$ cat config.mk
export PLATFORM = sky130hd
export DESIGN_NAME = seq_dividend_rebuilder
export DESIGN_NICKNAME = d
export VERILOG_FILES = /design/src/rtl/seq_dividend_rebuilder_pkg.sv /design/src/rtl/seq_dividend_rebuilder.sv
export SDC_FILE = /design/constraint.sdc
export NUM_CORES = 1
export LEC_CHECK = 0
export ABC_AREA = 0
export CAP_MARGIN = 20
export CORE_AREA = 2 2 103 75
export CTS_CLUSTER_DIAMETER = 30
export DETAILED_ROUTE_END_ITERATION = 8
export DIE_AREA = 0 0 105 77
export PLACE_DENSITY_LB_ADDON = 0.12
export SLEW_MARGIN = 20
export SYNTH_ARGS = -nofsm -noshare
export SYNTH_HDL_FRONTEND = slang
export SYNTH_SLANG_ARGS = --single-unit
$ cat constraint.sdc
create_clock -name clk -period 6 [get_ports clk]
set_input_delay 1.5 -clock clk [delete_from_list [all_inputs] [get_ports clk]]
set_output_delay 1.5 -clock clk [all_outputs]
set_load 0.005 [all_outputs]
$ cat src/rtl/seq_dividend_rebuilder_pkg.sv
// Shared types and constants for the sequential dividend rebuilder.
package seq_dividend_rebuilder_pkg;

    localparam int DR_WIDTH = 4;

    typedef enum logic [1:0] {
        IDLE = 2'd0,
        MUL  = 2'd1,
        ADD  = 2'd2,
        DONE = 2'd3
    } state_t;

    // Bit-counter width: clog2 of the operand width, never below one bit.
    function automatic int cnt_width(input int w);
        int c;
        c = $clog2(w);
        return (c < 1) ? 1 : c;
    endfunction

endpackage

$ cat src/rtl/seq_dividend_rebuilder.sv
// Sequential dividend rebuilder: A = Q*B + R via shift-and-add, one
// partial product per clock, start/busy/done handshake.
// Optional macro REM_CHECK_EN builds the remainder-invalid flag
// (err = R >= B); without it err is tied low.
module seq_dividend_rebuilder
    import seq_dividend_rebuilder_pkg::*;
#(
    parameter int WIDTH = DR_WIDTH
) (
    input  logic                 clk,
    input  logic                 rst,
    input  logic                 start,
    input  logic [WIDTH-1:0]     Q,
    input  logic [WIDTH-1:0]     B,
    input  logic [WIDTH-1:0]     R,
    output logic                 busy,
    output logic                 done,
    output logic [2*WIDTH-1:0]   A,
    output logic                 err
);

    localparam int CW = cnt_width(WIDTH);
    localparam int AW = 2 * WIDTH;

    state_t           state;
    state_t           state_nxt;
    logic [WIDTH-1:0] q_lat;
    logic [WIDTH-1:0] b_lat;
    logic [WIDTH-1:0] r_lat;
    logic [AW-1:0]    acc;
    logic [CW-1:0]    cnt;
    logic             accept;
    logic             last_step;
    logic [AW-1:0]    pp;
    logic [AW-1:0]    sum_r;

    assign accept    = (state == IDLE) && start;
    assign last_step = (cnt == CW'(WIDTH - 1));
    // Partial product for the current quotient bit; the result never
    // exceeds 2^(2W) - 2^W, so the 2W-bit accumulator cannot overflow.
    assign pp        = q_lat[cnt] ? ({{WIDTH{1'b0}}, b_lat} << cnt) : '0;
    assign sum_r     = acc + {{WIDTH{1'b0}}, r_lat};

    // State register with synchronous reset.
    always_ff @(posedge clk) begin
        if (rst) state <= IDLE;
        else     state <= state_nxt;
    end

    // Next-state logic.
    always_comb begin
        state_nxt = state;
        case (state)
            IDLE:    if (start) state_nxt = MUL;
            MUL:     if (last_step) state_nxt = ADD;
            ADD:     state_nxt = DONE;
            DONE:    state_nxt = IDLE;
            default: state_nxt = IDLE;
        endcase
    end

    // Handshake outputs decoded from the current state.
    always_comb begin
        busy = (state != IDLE);
        done = (state == DONE);
    end

    // Operand capture on accepted start; later input changes are ignored.
    always_ff @(posedge clk) begin
        if (accept) begin
            q_lat <= Q;
            b_lat <= B;
            r_lat <= R;
        end
    end

    // Accumulator, bit counter and result register.
    always_ff @(posedge clk) begin
        if (rst) begin
            acc <= '0;
            cnt <= '0;
            A   <= '0;
        end else begin
            case (state)
                IDLE: begin
                    if (start) begin
                        acc <= '0;
                        cnt <= '0;
                    end
                end
                MUL: begin
                    acc <= acc + pp;
                    cnt <= cnt + CW'(1);
                end
                ADD: begin
                    acc <= sum_r;
                    A   <= sum_r;
                end
                default: ;
            endcase
        end
    end

`ifdef REM_CHECK_EN
    // Remainder-invalid flag: set at the ADD edge, cleared on a new start.
    always_ff @(posedge clk) begin
        if (rst)                 err <= 1'b0;
        else if (accept)         err <= 1'b0;
        else if (state == ADD)   err <= (r_lat >= b_lat);
    end
`else
    assign err = 1'b0;
`endif

endmodule

==> run metrics <==
status finished, final reports clean; largest net degree at the start of global routing 20; FF+latch count, synth 32; Die ar. ~0.0081 mm²; initial antenna violation count 0; final WL between 4000 and 5000 µm; hold path depth 2; Area contributors post-synth dfxtp_1 21%, edfxtp_1 19%, ha_1 12%; syn avg cell area 9.45 µm²; Cells after Synth a little over 200; I/O Buffers 24; Max Clock Skew roughly 0.006 ns; Clock Latency Late Sink between 0.2 and 0.3 ns; clk root buf clkbuf_8; MaxCap Viol Count 0; first-pass GRT wire length roughly 7300 µm; Finished Cell Area roughly 0.0023 mm²; post-route ant nets 0; TritonCTS buffer count 5; Diodes inserted 0; via count approximately 1,500; DRC errors left 0; hold buffer count at CTS 0; VDD IR-drop max 0.000180 V; Filler cells approximately 790; layout cell share with drive strength beyond 1 under 10%; setup TNS 0 ns; CP startpoint kind input port; initial core utilization a little over a quarter; worst slew pin tran 0.781 ns; crit share post-route 54.0%; final total power roughly 0.85 mW; share of the synthesized area in the top cell type between 20% and 30%; sequential share of the synthesized area between 30% and 40%; post-DP HPWL about 3200 µm; Hold Fails Final Rpt 0; library cells used by synthesis between 40 and 50; Nets 264; crit path cell chain clkdlybuf4s50_1, nor2b_1, nand4b_1, inv_1, and2_0, o32a_1; placed cell area about 0.0023 mm²; endpoints failing setup 0; area grow syn2layout 21.2%; Overflow after GRT 0; Synth area leader dfxtp_1; Crit Path Class input port to flop; fin. max-slew vios 0; synthesized area ~0.0019 mm²; PwrDens approximately 360 mW/mm²; Clock transition at path regs 0.07 ns; GP Congestion roughly 0.75; Worst path max stage delay between 0.9 and 1 ns; Synthesis Warnings 0; FFs w/ async S/R, synth 0%; most frequent cells in the layout 24 x nor2_1, 24 x clkdlybuf4s50_1, 20 x dfxtp_1, 18 x ha_1, 15 x nand2_1; Primary FF master, synth dfxtp_1; Lkg Pwr between 0.8 and 0.9 nW; total track usage between 10 and 15%; crit path max fanout 19; vias in the first global route about 1,400; core area 0.00709 mm²; post-layout min period 3.24 ns; Die Wd around 110 µm; postcts setup bufs 0; fmax between 0.3 and 0.4 GHz; initial DRC count just under 80; IO Pins 26; RSZ-0062 raised after global routing false; Slowest-stage cell, CP clkdlybuf4s50_1; Post-synth EDFFs 12; Resized cells post-CTS 0; 1st-pass router iterations 4; clock sink total 32; reg2reg path depth 8; via density per instance between 4 and 5; H-tree depth 2; routed len/inst roughly 13 µm; required time of the critical path about 6 ns; Clock Path Buffers 2; CTS tree yes; Min-Delay Path Class flop to flop; row count 26; crit path DAT roughly 3.4 ns; die height just under 80 µm; slew margin rel. a little under half; Critical Path Sink Type flop; syn_nets 240
==> area by class of cell <==
class | instances | area, µm² | area share, %
Multi-Input combinational cell | 155 | 1100 | 47.0
Timing Repair Buffer | 24 | 240 | 10.2
Sequential cell | 32 | 761 | 32.4
Clock inverter | 1 | 5.00 | 0.213
Clock buffer | 7 | 76.3 | 3.25
Tap cell | 98 | 123 | 5.22
Inverter | 11 | 41.3 | 1.76
==> final timing paths <==
kind	from	endpoint	slack, ns
worst min-delay path	A[2]$_SDFFE_PP0P_	A[2]$_SDFFE_PP0P_	0.47
worst max-delay path	rst	acc[7]$_SDFFE_PP0P_	2.76
worst min register to register	A[2]$_SDFFE_PP0P_	A[2]$_SDFFE_PP0P_	0.47
worst max register to register	cnt[0]$_SDFFE_PP0P_	acc[7]$_SDFFE_PP0P_	3.15
==> kinds of logic after synthesis <==
family / share of synthesized area (%)
flops: 39.3
buf+inv: 3.81
fa+ha+maj: 13.7
mux: 4.33
other cells: 0.193
simple gates: 17.6
xor+xnor: 4.52
compound gates: 16.6
==> worst max-delay path, delay by kind of cell <==
kind            cells  cell delay [ns]
buf+inv             2             1.06
compound gates      1             0.27
simple gates        3             0.57
==> sequential cells by signal, indices dropped and copies added (netlist names) <==
signal	count
A	8
r_lat	4
q_lat	4
b_lat	4
state	2
cnt	2
acc	8
==> synth_stat cells (3+ instances only) <==
| cell | number |
|---|---|
| xor2_1 | 8 |
| nor2b_1 | 3 |
| o21ai_0 | 13 |
| dfxtp_1 | 20 |
| nor2_1 | 24 |
| nand3_1 | 8 |
| a211oi_2 | 3 |
| clkbuf_1 | 3 |
| inv_1 | 11 |
| ha_1 | 18 |
| mux2i_1 | 5 |
| edfxtp_1 | 12 |
| o22ai_1 | 3 |
| and2_1 | 4 |
| a21oi_1 | 10 |
| a211oi_1 | 5 |
| nand2b_1 | 5 |
| nand2_1 | 15 |
==> report_power, final <==
group / internal (mW) / switching, mW
Combinational: 0.162 / 0.200
Clock: 0.0814 / 0.0813
Sequential: 0.282 / 0.0452
==> metrics by stage <==
step | util [%] | hold slack (ns) | setup WS [ns] | std cells
floorplan | - | 0.453 | 3.47 | 205
global placement | 32.0 | 0.462 | 2.52 | 320
detailed placement | 32.0 | 0.460 | 2.47 | 320
CTS | 33.1 | 0.471 | 2.77 | 328
global route | 33.1 | 0.515 | 2.51 | 328
finish | 33.1 | 0.468 | 2.76 | 328
==> per-layer routing <==
metal | track usage, % | vias to the layer above | wire, µm
li1 | - | 780 | -
met1 | 17.3 | 695 | 2320
met2 | 15.3 | 28 | 1720
met3 | 3.23 | 7 | 169
met4 | 3.60 | 0 | 59
met5 | 0 | - | 0
Note: power is estimated with default switching activity, not from simulation.
